**src/rtl/vanilla_remote_req_buffer.sv**
```systemverilog
// Remote request buffer between the vanilla core LSU and the network TX endpoint:
// in-order FIFO, valid/yumi handshake, outstanding-credit limit and fence idle.
// Optional stall counters are enabled with the macro VANILLA_REMOTE_REQ_PERF_EN.

package vanilla_remote_req_pkg;

  typedef enum logic [2:0] {
    e_req_icache = 3'd0,
    e_req_load   = 3'd1,
    e_req_store  = 3'd2,
    e_req_amo    = 3'd3,
    e_req_cbo    = 3'd4
  } remote_req_op_e;

  typedef struct packed {
    remote_req_op_e op;
    logic [31:0]    addr;
    logic [31:0]    data;
    logic [3:0]     mask;
    logic [4:0]     reg_id;
  } remote_req_s;

endpackage

module vanilla_remote_req_buffer
  import vanilla_remote_req_pkg::*;
#(
  parameter int els_p             = 2,
  parameter int max_out_credits_p = 32,
  localparam int credit_width_lp  = $clog2(max_out_credits_p + 1),
  localparam int req_width_lp     = $bits(remote_req_s)
) (
  input  logic                       clk_i,
  input  logic                       reset_n_i,

  input  logic [req_width_lp-1:0]    remote_req_i,
  input  logic                       remote_req_v_i,
  output logic                       ready_o,

  output logic [req_width_lp-1:0]    remote_req_o,
  output logic                       remote_req_v_o,
  input  logic                       remote_req_yumi_i,

  input  logic                       credit_return_i,
  output logic [credit_width_lp-1:0] out_credits_o,
  output logic                       idle_o
`ifdef VANILLA_REMOTE_REQ_PERF_EN
  ,
  output logic [31:0]                stall_full_cnt_o,
  output logic [31:0]                stall_credit_cnt_o
`endif
);

  localparam int ptr_width_lp   = (els_p > 1) ? $clog2(els_p) : 1;
  localparam int count_width_lp = $clog2(els_p + 1);

  localparam logic [count_width_lp-1:0]  els_lp         = count_width_lp'(els_p);
  localparam logic [ptr_width_lp-1:0]    last_ptr_lp    = ptr_width_lp'(els_p - 1);
  localparam logic [credit_width_lp-1:0] max_credits_lp = credit_width_lp'(max_out_credits_p);

  logic [req_width_lp-1:0]    mem_r [els_p];
  logic [ptr_width_lp-1:0]    rptr_r, wptr_r;
  logic [count_width_lp-1:0]  count_r, count_n;
  logic [credit_width_lp-1:0] out_credits_r, out_credits_n;

  logic enq, deq, credit_at_max;

  function automatic logic [ptr_width_lp-1:0] ptr_inc(input logic [ptr_width_lp-1:0] ptr);
    return (ptr == last_ptr_lp) ? '0 : ptr + 1'b1;
  endfunction

  // Entries already queued will each need a credit at dequeue, so they are
  // reserved here; this is what keeps out_credits from ever underflowing.
  assign ready_o = (count_r < els_lp) && (32'(out_credits_r) > 32'(count_r));

  assign enq           = remote_req_v_i & ready_o;
  assign deq           = remote_req_yumi_i & (count_r != '0);
  assign credit_at_max = (out_credits_r == max_credits_lp);

  assign remote_req_v_o = (count_r != '0);
  assign remote_req_o   = mem_r[rptr_r];
  assign out_credits_o  = out_credits_r;
  assign idle_o         = (count_r == '0) && credit_at_max;

  // NOTE: every variable written in an always_comb gets a default first, so no latch is inferred.
  always_comb begin
    count_n = count_r;
    unique case ({enq, deq})
      2'b10:   count_n = count_r + 1'b1;
      2'b01:   count_n = count_r - 1'b1;
      default: count_n = count_r;
    endcase

    out_credits_n = out_credits_r;
    if (deq && !credit_return_i)
      out_credits_n = out_credits_r - 1'b1;
    else if (!deq && credit_return_i && !credit_at_max)
      out_credits_n = out_credits_r + 1'b1;
  end

  // NOTE: sequential state is updated with non-blocking assignments only.
  always_ff @(posedge clk_i) begin
    if (!reset_n_i) begin
      rptr_r        <= '0;
      wptr_r        <= '0;
      count_r       <= '0;
      out_credits_r <= max_credits_lp;
    end else begin
      if (enq) wptr_r <= ptr_inc(wptr_r);
      if (deq) rptr_r <= ptr_inc(rptr_r);
      count_r       <= count_n;
      out_credits_r <= out_credits_n;
    end
  end

  // NOTE: the storage array has no reset; count_r alone says which entries are live.
  always_ff @(posedge clk_i) begin
    if (enq) mem_r[wptr_r] <= remote_req_i;
  end

`ifdef VANILLA_REMOTE_REQ_PERF_EN
  logic stall_full, stall_credit;

  assign stall_full   = remote_req_v_i && !ready_o && (count_r == els_lp);
  assign stall_credit = remote_req_v_i && !ready_o && (count_r <  els_lp);

  always_ff @(posedge clk_i) begin
    if (!reset_n_i) begin
      stall_full_cnt_o   <= '0;
      stall_credit_cnt_o <= '0;
    end else begin
      if (stall_full && (stall_full_cnt_o != '1))
        stall_full_cnt_o <= stall_full_cnt_o + 1'b1;
      if (stall_credit && (stall_credit_cnt_o != '1))
        stall_credit_cnt_o <= stall_credit_cnt_o + 1'b1;
    end
  end
`else
  // Stall counters are not built; the core datapath is unaffected.
`endif

`ifndef SYNTHESIS
  credit_overflow_a: assert property (@(posedge clk_i) disable iff (!reset_n_i)
    !(credit_return_i && credit_at_max))
    else $error("[BSG_ERROR] credit overflow");

  yumi_without_valid_a: assert property (@(posedge clk_i) disable iff (!reset_n_i)
    !(remote_req_yumi_i && (count_r == '0)))
    else $error("[BSG_ERROR] yumi without valid");
`endif

endmodule

```
**config.mk**
```make
export PLATFORM = sky130hd
export DESIGN_NAME = vanilla_remote_req_buffer
export DESIGN_NICKNAME = d
export VERILOG_FILES = /design/src/rtl/vanilla_remote_req_buffer.sv
export SDC_FILE = /design/constraint.sdc
export NUM_CORES = 1
export LEC_CHECK = 0
export BUFFER_PORTS_ARGS = -buffer_cell sky130_fd_sc_hd__buf_2
export CAP_MARGIN = 20
export CORE_UTILIZATION = 40
export CTS_CLUSTER_DIAMETER = 100
export DETAILED_ROUTE_END_ITERATION = 10
export MAX_ROUTING_LAYER = met4
export PLACE_DENSITY_LB_ADDON = 0.2
export SLEW_MARGIN = 20
export SYNTH_ARGS = -nofsm -noshare
export SYNTH_HDL_FRONTEND = slang
export SYNTH_SLANG_ARGS = --single-unit
```
**constraint.sdc**
```tcl
create_clock -name clk_i -period 5.4 [get_ports clk_i]
set_input_delay 0 -clock clk_i [delete_from_list [all_inputs] [get_ports clk_i]]
set_output_delay 0 -clock clk_i [all_outputs]
set_load 0.01 [all_outputs]
```
==> qor.txt, run 1 <==
Resized cells post-CTS - 0
I/O Pins - 166
Critical path required time - 5.49 ns
Post-synth cell types - 35
Min setup slack post-route - 2.42 ns
Number of synthesized register bits - 163
Crit-path leading delay family - simple AND/OR/NAND/NOR gates
Buf/Inv on CP - 2
Clock tree sinks - 163
Total of max-cap violations - 0
Rows - 44
Cts bufs inserted - 17
Worst Hold Class - input pin to flop
Layout cell share with drive strength beyond 1 - 47.3%
Worst-path clk slew - 0.06 ns
Initial DRC count - 177
Global-route wire length before repair - 18800 um
Core ar. - 14800 um2
Setup crit end kind - flop
Root Buffer Master - clkbuf_16
Asr flop ratio synth - 0%
Pre-CTS setup slack - 2.40 ns
Slew @ Worst Pin - 1.09 ns
Tcrit/Tclk final - 55.2%
Area grow syn2layout - 38.1%
CTS H-tree lvls - 4
Post-Syn Area per Cell - 19.5 um2
Max Clk Rate - 0.335 GHz
Maximum VDD drop - 0.237 mV
Vias in the first global route - 3860
Post-synth EDFFs - 152
Tot Pwr - 3940 uW
Gpl congestion - 0.822
CP peak stage delay - 0.82 ns
GR Util All Layers - 16.1%
Die Ht - 126 um
Setup Skew - 0.00532 ns
WHS - 0.0463 ns
Ant diodes - 0
# DRC - 0
Post-CTS setup buffers - 0
Final Max Slew Viols - 0
Mapped Cells - 315
Post-Syn Nets - 400
Die outline width - 126 um
Pwr Density - 464 nW/um2
CTS max path bufs - 2
Worst Path Arrival - 3.07 ns
Drt wl/cell - 15.4 um
Post-synthesis cell area - 6150 um2
Final cell count without fillers - 766
# placed instances - 656
Post-DP HPWL - 7150 um
YS warnings - 0
Final setup vio count - 0
Final hold violations - 0
Worst skew pair latency - 0.41 ns
DRT Wirelength - 11800 um
Initial antenna violation count - 0
Cells along the critical path - inv_1, ha_1, nor2b_1, o21ai_0, a211oi_2, nor2b_4, buf_12
Critical-path top delay cell - nor2b_4
Die Area - 15900 um2
Max_slew headroom - 27.5%
PortBufs - 165
Status - finished, final reports clean
Vias - 3673
Leakage - 0.00324 uW
Post-route ant nets - 0
Seq/Total Area, Yosys - 77.8%
Pre-antenna DRT Iters - 4
Critical Path Source Type - flop
Crit Path Category - flop to flop
Grt total ovfl - 0
Via density per instance - 4.80
Critical Path Fanout Max - 47
Net count, final - 655
Initial core utilization - 41.7%
RSZ-0062 raised after global routing - false
Primary FF master, synth - edfxtp_1
CTS tree - done
Largest net degree at the start of global routing - 77
TNS Setup - 0 ns
Final min period - 2.98 ns
==> report_power, final <==
part           internal [uW]  switching [uW]
Combinational            525             521
Sequential              1680             161
Clock                    625             431
Total                   2830            1110
==> area by class of cell <==
cell class,count,area (um2)
Clock buffer,24,452
Clock inverter,7,60.1
Fill cell,1183,6260
Inverter,6,22.5
Multi-Input combinational cell,137,1300
Sequential cell,163,4790
Tap cell,184,230
Timing Repair Buffer,245,1640
==> cell families after synthesis <==
kind of cell	Yosys count	synth area share, %
AOI/OAI and AO/OA	13	1.71
adders and majority gates	4	0.814
DFF	163	77.8
buffers and inverters	15	1.14
and+or+nand+nor	35	3.20
xor gates and xnor gates	4	0.570
muxes	81	14.7
==> state kept, by name, summed over array words and instances (netlist names), named ones only <==
register,count
count_r,2
wptr_r,1
mem_r,152
rptr_r,1
out_credits_o,6
==> worst reg2reg max path: stages (launching register included) <==
cell and delay (ns):
dfxtp_1 0.47, inv_1 0.08, ha_1 0.29, nor2b_1 0.11
o21ai_0 0.12, a211oi_2 0.37, nor2b_4 0.82, buf_12 0.36
==> metal layers <==
metal	global-route usage (%)	vias up	wire length, um
li1	-	1737	-
met3	5.10	16	732
met2	26.1	130	5790
met1	18.7	1790	5130
met5	-	-	0
met4	6.38	0	161
==> worst paths after layout <==
check               startpoint      endpoint  slack [ns]  depth (start not counted)
min reg2reg             rptr_r        rptr_r        0.51                          2
max reg2reg         count_r[1]  mem_r[0][23]        2.42                          7
min          remote_req_yumi_i        rptr_r        0.05                          5
max                 count_r[1]  mem_r[0][23]        2.42                          7
==> cells in the mapped netlist (2+ instances only) <==
library cell	number	area, um2
a21oi_1	3	15.0
inv_1	5	18.8
mux2_2	76	856
a32oi_1	2	17.5
dfxtp_1	11	220
xnor2_1	2	17.5
mux2i_1	5	50.1
edfxtp_1	152	4560
nor2_1	7	26.3
o21ai_0	2	10.0
xor2_1	2	17.5
buf_2	8	40.0
nand2b_1	4	25.0
nor2b_1	2	12.5
nor4_1	2	12.5
and2_1	2	12.5
ha_1	4	50.1
nand2_1	9	33.8
==> placed cells by master, fill, tap and decap left out, types with 2 or more instances in the layout <==
cell | Yosys | final
o21ai_0 | 2 | 2
mux2_2 | 76 | 76
buf_2 | 8 | 165
ha_1 | 4 | 4
mux2i_1 | 5 | 5
inv_1 | 5 | 5
nor4_1 | 2 | 2
clkbuf_16 | 0 | 17
a21oi_1 | 3 | 3
dfxtp_1 | 11 | 10
nor2_1 | 7 | 7
clkinv_1 | 0 | 2
xor2_1 | 2 | 2
edfxtp_1 | 152 | 152
dlygate4sd3_1 | 0 | 79
nand2_1 | 9 | 9
a32oi_1 | 2 | 2
clkinv_2 | 0 | 3
xnor2_1 | 2 | 2
clkbuf_1 | 0 | 7
nand2b_1 | 4 | 4
==> repair_timing <==
| item | CTS | global route |
|---|---|---|
| hold buffers | 79 | 0 |
| endpoints found under the setup margin | 0 | 0 |
| hold endpoints to repair | 159 | 0 |
==> through the flow <==
stage	utilization (%)	area, um2
2_1_floorplan	-	6150
3_3_place_gp	48.7	7190
3_5_place_dp	48.7	7190
4_1_cts	57.6	8490
5_1_grt	57.6	8490
6_report	57.6	8490
Power figures use the tool's default switching activity.
==> run 2: changes to the inputs <==
==> constraint.sdc (replaced) <==
create_clock -name clk_i -period 2.84 [get_ports clk_i]
set_input_delay 0 -clock clk_i [delete_from_list [all_inputs] [get_ports clk_i]]
set_output_delay 0 -clock clk_i [all_outputs]
set_load 0.01 [all_outputs]
==> run 2 against run 1 <==
Effect of this change: critical path depth rose by 2; register-to-register slack worse by 1.9 ns; hold slack gained 0.00084 ns; critical endpoint is now count_r[1]; highest routed layer unchanged.
==> qor.txt, run 2 (same netlist as run 1, synthesis figures left out) <==
Worst Path Arrival - 2.66 ns
NetSw - 2230 uW
Internal - 5710 uW
Max_slew headroom - 64.4%
Die outline width - 126 um
Vias - 3638
DRT Wirelength - 12200 um
Final min period - 2.31 ns
Combinational power share - 27.3%
Fill cells - 1171
RSZ-0062 raised after global routing - false
Post-DP HPWL - 7290 um
Tcrit/Tclk final - 81.5%
Setup crit end kind - flop
CTS H-tree lvls - 4
Pre-antenna DRT Iters - 4
Via density per instance - 4.72
Initial core utilization - 41.7%
Worst skew pair latency - 0.42 ns
Vias in the first global route - 3782
Final Max Slew Viols - 0
Final hold violations - 0
Post-route ant nets - 0
# DRC - 0
I/O Pins - 166
CTS max path bufs - 2
Status - finished, final reports clean
Cts bufs inserted - 17
Sw frac - 28.1%
Max Clk Rate - 0.432 GHz
Post-DP Area - 7270 um2
Area grow syn2layout - 41.1%
Gpl congestion - 0.734
Critical path required time - 3.18 ns
Critical Path Source Type - flop
Layout cell share with drive strength beyond 1 - 49.3%
Die Area - 15900 um2
Largest register FFs - 152
Clock tree sinks - 163
Die Ht - 126 um
Global-route wire length before repair - 19000 um
Commonest non-fill, non-tap cell in the layout - buf_2
Most flops, register - mem_r
Leakage - 0.00331 uW
Resized cells post-CTS - 0
Pwr Density - 915 nW/um2
CTS tree - done
Initial antenna violation count - 0
Maximum VDD drop - 0.481 mV
Worst-path clk slew - 0.06 ns
Worst Hold Class - input pin to flop
Pre-CTS setup slack - 0.533 ns
Largest net degree at the start of global routing - 77
Drt wl/cell - 15.8 um
Setup Skew - 0.00797 ns
Flop pwr share - 42.9%
WHS - 0.0471 ns
Final Util - 58.8%
Grt total ovfl - 0
Final setup vio count - 0
Min setup slack post-route - 0.526 ns
Net count, final - 658
Root Buffer Master - clkbuf_16
Finished Cell Area - 8670 um2
PortBufs - 165
Total of max-cap violations - 0
Rows - 44
Critical Path Fanout Max - 8
Crit Path Category - flop to flop
Initial DRC count - 169
Slew @ Worst Pin - 0.529 ns
Clk pwr share - 29.8%
Ant diodes - 0
Most frequent cells in the layout - 165 x buf_2, 152 x edfxtp_1, 79 x dlygate4sd3_1
GR Util All Layers - 16.6%
Core ar. - 14800 um2
run 2: cell types whose count changed in the layout (fill, tap and decap cells not counted), sizes merged:
cell / previous run / this run
buf: 166 / 169
bufinv: 1 / 4
clkbuf: 24 / 18
clkinvlp: 1 / 3
inv: 6 / 8
run 2: power by group through the flow:
stage | sequential (uW) | clock, uW | combinational, uW
2_1_floorplan | 3380 | 0 | 1340
3_3_place_gp | 3430 | 0 | 2090
3_5_place_dp | 3460 | 0 | 2110
4_1_cts | 3410 | 2430 | 2210
5_1_grt | 3460 | 2510 | 2350
6_report | 3400 | 2360 | 2170
run 2: metrics by stage:
stage	power, uW	instances	TNS, ns
finish	7940	770	0
CTS	8050	770	0
global placement	5520	659	0
floorplan	4710	315	-0.241
global route	8320	770	0
detailed placement	5570	659	0
run 2: final timing paths:
| path | to | from | cells past startpoint | slack, ns |
|---|---|---|---|---|
| min | rptr_r | remote_req_yumi_i | 5 | 0.05 |
| max | count_r[1] | out_credits_o[0] | 9 | 0.53 |
| min reg2reg | rptr_r | rptr_r | 2 | 0.52 |
| max reg2reg | count_r[1] | out_credits_o[0] | 9 | 0.53 |
run 2: critical path, cell delays in order (launching register included):
cell	delay [ns]
dfxtp_2	0.40
inv_1	0.08
ha_1	0.29
nand2_1	0.06
o21ai_1	0.08
a211oi_2	0.39
inv_1	0.09
ha_1	0.35
or3_1	0.35
a21oi_1	0.14
run 2: repair_timing:
action | in CTS | in global routing
hold endpoints to repair | 160 | 0
hold buffers | 79 | 0
buffers inserted | 0 | 0
run 2: final cells by class:
type,count,area [um2],area share [%]
flip-flops and latches,163,4790,55.3
repair buffers,248,1700,19.6
multi-input cells,137,1320,15.2
clock buffers,18,429,4.95
well taps,184,230,2.65
clock inverters,14,185,2.14
inverters,6,22.5,0.260
run 2: layer usage:
layer	wire length [um]	up-vias	part of all wire (%)	GRT usage [%]
li1	-	1753	-	-
met1	5300	1748	43	19.5
met2	6050	122	50	26.6
met3	647	15	5.3	4.89
met4	200	0	1.6	6.80
met5	0	-	0	-
==> run 3: changes to the inputs <==
--- a/config.mk
+++ b/config.mk
@@ -5,6 +5,7 @@
 export SDC_FILE = /design/constraint.sdc
 export NUM_CORES = 1
 export LEC_CHECK = 0
+export ABC_AREA = 1
 export BUFFER_PORTS_ARGS = -buffer_cell sky130_fd_sc_hd__buf_2
 export CAP_MARGIN = 20
 export CORE_UTILIZATION = 40
==> constraint.sdc (replaced) <==
create_clock -name clk_i -period 1.85 [get_ports clk_i]
set_input_delay 0 -clock clk_i [delete_from_list [all_inputs] [get_ports clk_i]]
set_output_delay 0 -clock clk_i [all_outputs]
set_load 0.01 [all_outputs]
==> run 3 against run 2 <==
Effect of this change: the run now ends with setup timing left; final area up 7.6%; area after synthesis up 1.4%; non-clock buffer count up 33; clock skew down 0.0016 ns; critical path depth up 2; flip-flop and latch count unchanged; setup slack worse by 0.69 ns; via count up 11%; register-to-register slack worse by 0.69 ns; global-route usage up 1.1 points; largest power group unchanged.
==> qor.txt, run 3 <==
Top cells by area, synth - edfxtp_1 73%, mux2_2 14%, dfxtp_1 3.5%
Min-delay src - credit_return_i
Vias - 4028
Post-route ant nets - 0
Most common cell in the synthesized netlist - edfxtp_1
Leakage - 0.00369 uW
Reg2Reg Depth - 11
R2r setup slk - -0.16 ns
Grt total ovfl - 0
CTS tree - done
Drt wl/cell - 15.7 um
Cts bufs inserted - 17
Ant diodes - 0
Fill cells - 1146
GR Util All Layers - 17.6%
Share of the synthesized area in the top cell type - 73.2%
Post-DP HPWL - 8080 um
DRT Wirelength - 13300 um
Die outline width - 127 um
Net count, final - 733
Most flops, register - mem_r
Failing checks - setup timing
# DRC - 0
Pre-CTS setup slack - -0.202 ns
Critical-path top delay cell - dfxtp_2
Initial antenna violation count - 0
CTS H-tree lvls - 4
I/O Pins - 166
Cells along the critical path - inv_2, ha_4, inv_2, nor2_4, o21ai_2, a21oi_2, nand2_2, buf_12, nor2_4, buf_6, buf_12
Largest register FFs - 152
Seq/Total Area, Yosys - 76.8%
Number of synthesized register bits - 163
Die Area - 16100 um2
Min setup slack post-route - -0.162 ns
Status - finished with violations
Worst Hold Class - input pin to flop
Final Util - 61.4%
Layout cell share with drive strength beyond 1 - 51.7%
Critical Path Source Type - flop
Root Buffer Master - clkbuf_16
Post-Syn Area per Cell - 17.5 um2
Most frequent cells after synthesis - 152 x edfxtp_1, 76 x mux2_2, 25 x nand2_1
Post-synthesis cell area - 6230 um2
Primary FF master, synth - edfxtp_1
Worst Path Arrival - 2.14 ns
Worst skew pair latency - 0.42 ns
Final setup vio count - 153
Largest net degree at the start of global routing - 37
Worst hold endpoint - out_credits_o[0]
Synth area leader - edfxtp_1
Critical Path Fanout Max - 13
CTS max path bufs - 2
Initial DRC count - 140
Pre-antenna DRT Iters - 4
Finished Cell Area - 9330 um2
Crit Path Category - flop to flop
Area of the multi-input gates - 1410 um2
Slew @ Worst Pin - 0.481 ns
Area grow syn2layout - 49.7%
Launching point of the worst reg2reg path - count_r[1]
Final hold violations - 0
Hold path cells - 4
Setup Skew - 0.00634 ns
Gpl congestion - 0.846
Core ar. - 15200 um2
Total of max-cap violations - 0
Post-synth cell types - 22
Reg area - 4800 um2
Flop pwr share - 38.2%
Die Ht - 127 um
Internal - 9560 uW
Worst-path clk slew - 0.06 ns
Post-DP Area - 7520 um2
Initial core utilization - 41.0%
Maximum VDD drop - 0.767 mV
Asr flop ratio synth - 0%
CP peak stage delay - 0.33 ns
Final Max Slew Viols - 0
Final min period - 2.01 ns
RSZ-0062 raised after global routing - true
Pwr Density - 1450 nW/um2
Commonest non-fill, non-tap cell in the layout - buf_2
Critical path required time - 1.98 ns
Clock tree sinks - 163
Max_slew headroom - 67.5%
Sw frac - 29.5%
Vias in the first global route - 4142
Max Clk Rate - 0.497 GHz
Global-route wire length before repair - 20500 um
Tcrit/Tclk final - 109%
Most frequent cells in the layout - 164 x buf_2, 152 x edfxtp_1, 78 x dlygate4sd3_1
Tot Pwr - 13600 uW
NetSw - 3990 uW
Clk pwr share - 27.7%
Rows - 45
Combinational power share - 34.1%
Post-synth EDFFs - 152
PortBufs - 165
RR Endpoint - mem_r[0][33]
Setup crit end kind - flop
Mapped Cells - 356
YS warnings - 0
Via density per instance - 4.74
Post-Syn Nets - 441
run 3: changes by cell type after synthesis, sizes merged, moves of 3 or more:
cell / delta
nand2: +22
inv: +16
o21ai: +12
nand3: +11
mux2i: -5
a21oi: +4
nand2b: -4
nor2: +3
run 3: kinds of logic after synthesis:
group / share of synthesized area (%)
AND/OR/NAND/NOR: 4.34
buffers and inverters: 1.97
AO/OA/AOI/OAI: 2.41
adder cells (fa/ha/maj): 0.803
flip-flops: 76.8
multiplexers: 13.7
run 3: area by class of cell:
type	count	share of cell area, %
well taps	188	2.52
clock inverters	15	2.35
repair buffers	281	23.2
multi-input cells	163	15.1
flip-flops and latches	163	51.4
inverters	22	0.885
clock buffers	17	4.56
run 3: what timing repair did:
action | CTS | global route
setup buffers | 13 | 4
hold buffers | 78 | 0
setup endpoints to repair | 148 | 166
cloned | 6 | 3
pin swaps | 4 | 10
resized for setup | 16 | 17
endpoints found under the hold margin | 162 | 0
run 3: layer usage:
layer | up-vias | part of all wire (%) | GRT usage [%]
li1 | 1937 | - | -
met2 | 138 | 50 | 29.8
met1 | 1942 | 43 | 20.2
met4 | 0 | 1.1 | 5.88
met3 | 11 | 5.7 | 5.02
met5 | - | 0 | -
run 3: worst max path at each step:
| stage | slack [ns] | to | from | cells after the start |
|---|---|---|---|---|
| after floorplan | -0.91 | mem_r[0][0] | count_r[1] | 8 |
| after global placement | -0.13 | count_r[1] | count_r[1] | 12 |
| after detailed placement | -0.20 | count_r[1] | count_r[1] | 12 |
| after CTS | -0.13 | mem_r[0][3] | count_r[1] | 12 |
| after global routing | -0.24 | count_r[1] | count_r[1] | 13 |
| final | -0.16 | mem_r[0][33] | count_r[1] | 11 |
run 3: worst max-delay path, delay by kind of cell (launching register included):
family,cells,cell delay [ns]
AND/OR/NAND/NOR,3,0.34
buffers and inverters,5,0.54
flip-flops,1,0.33
adder cells (fa/ha/maj),1,0.26
AO/OA/AOI/OAI,2,0.24
run 3: power groups by stage:
stage | combinational [uW] | sequential (uW) | clock, uW
2_1_floorplan | 2190 | 5240 | 0
5_1_grt | 5020 | 5250 | 3990
4_1_cts | 4520 | 5210 | 3830
3_3_place_gp | 3670 | 5250 | 0
3_5_place_dp | 3700 | 5290 | 0
6_report | 4630 | 5180 | 3750
run 3: through the flow:
step / TNS [ns] / hold slack (ns) / cells
after global routing: -32.15 / 0.115 / 849
after detailed placement: -4.87 / 0.192 / 720
final: -20.33 / 0.0716 / 849
after global placement: -3.91 / 0.189 / 720
after CTS: -12.70 / 0.0630 / 848
after floorplan: -136.50 / 0.0841 / 356
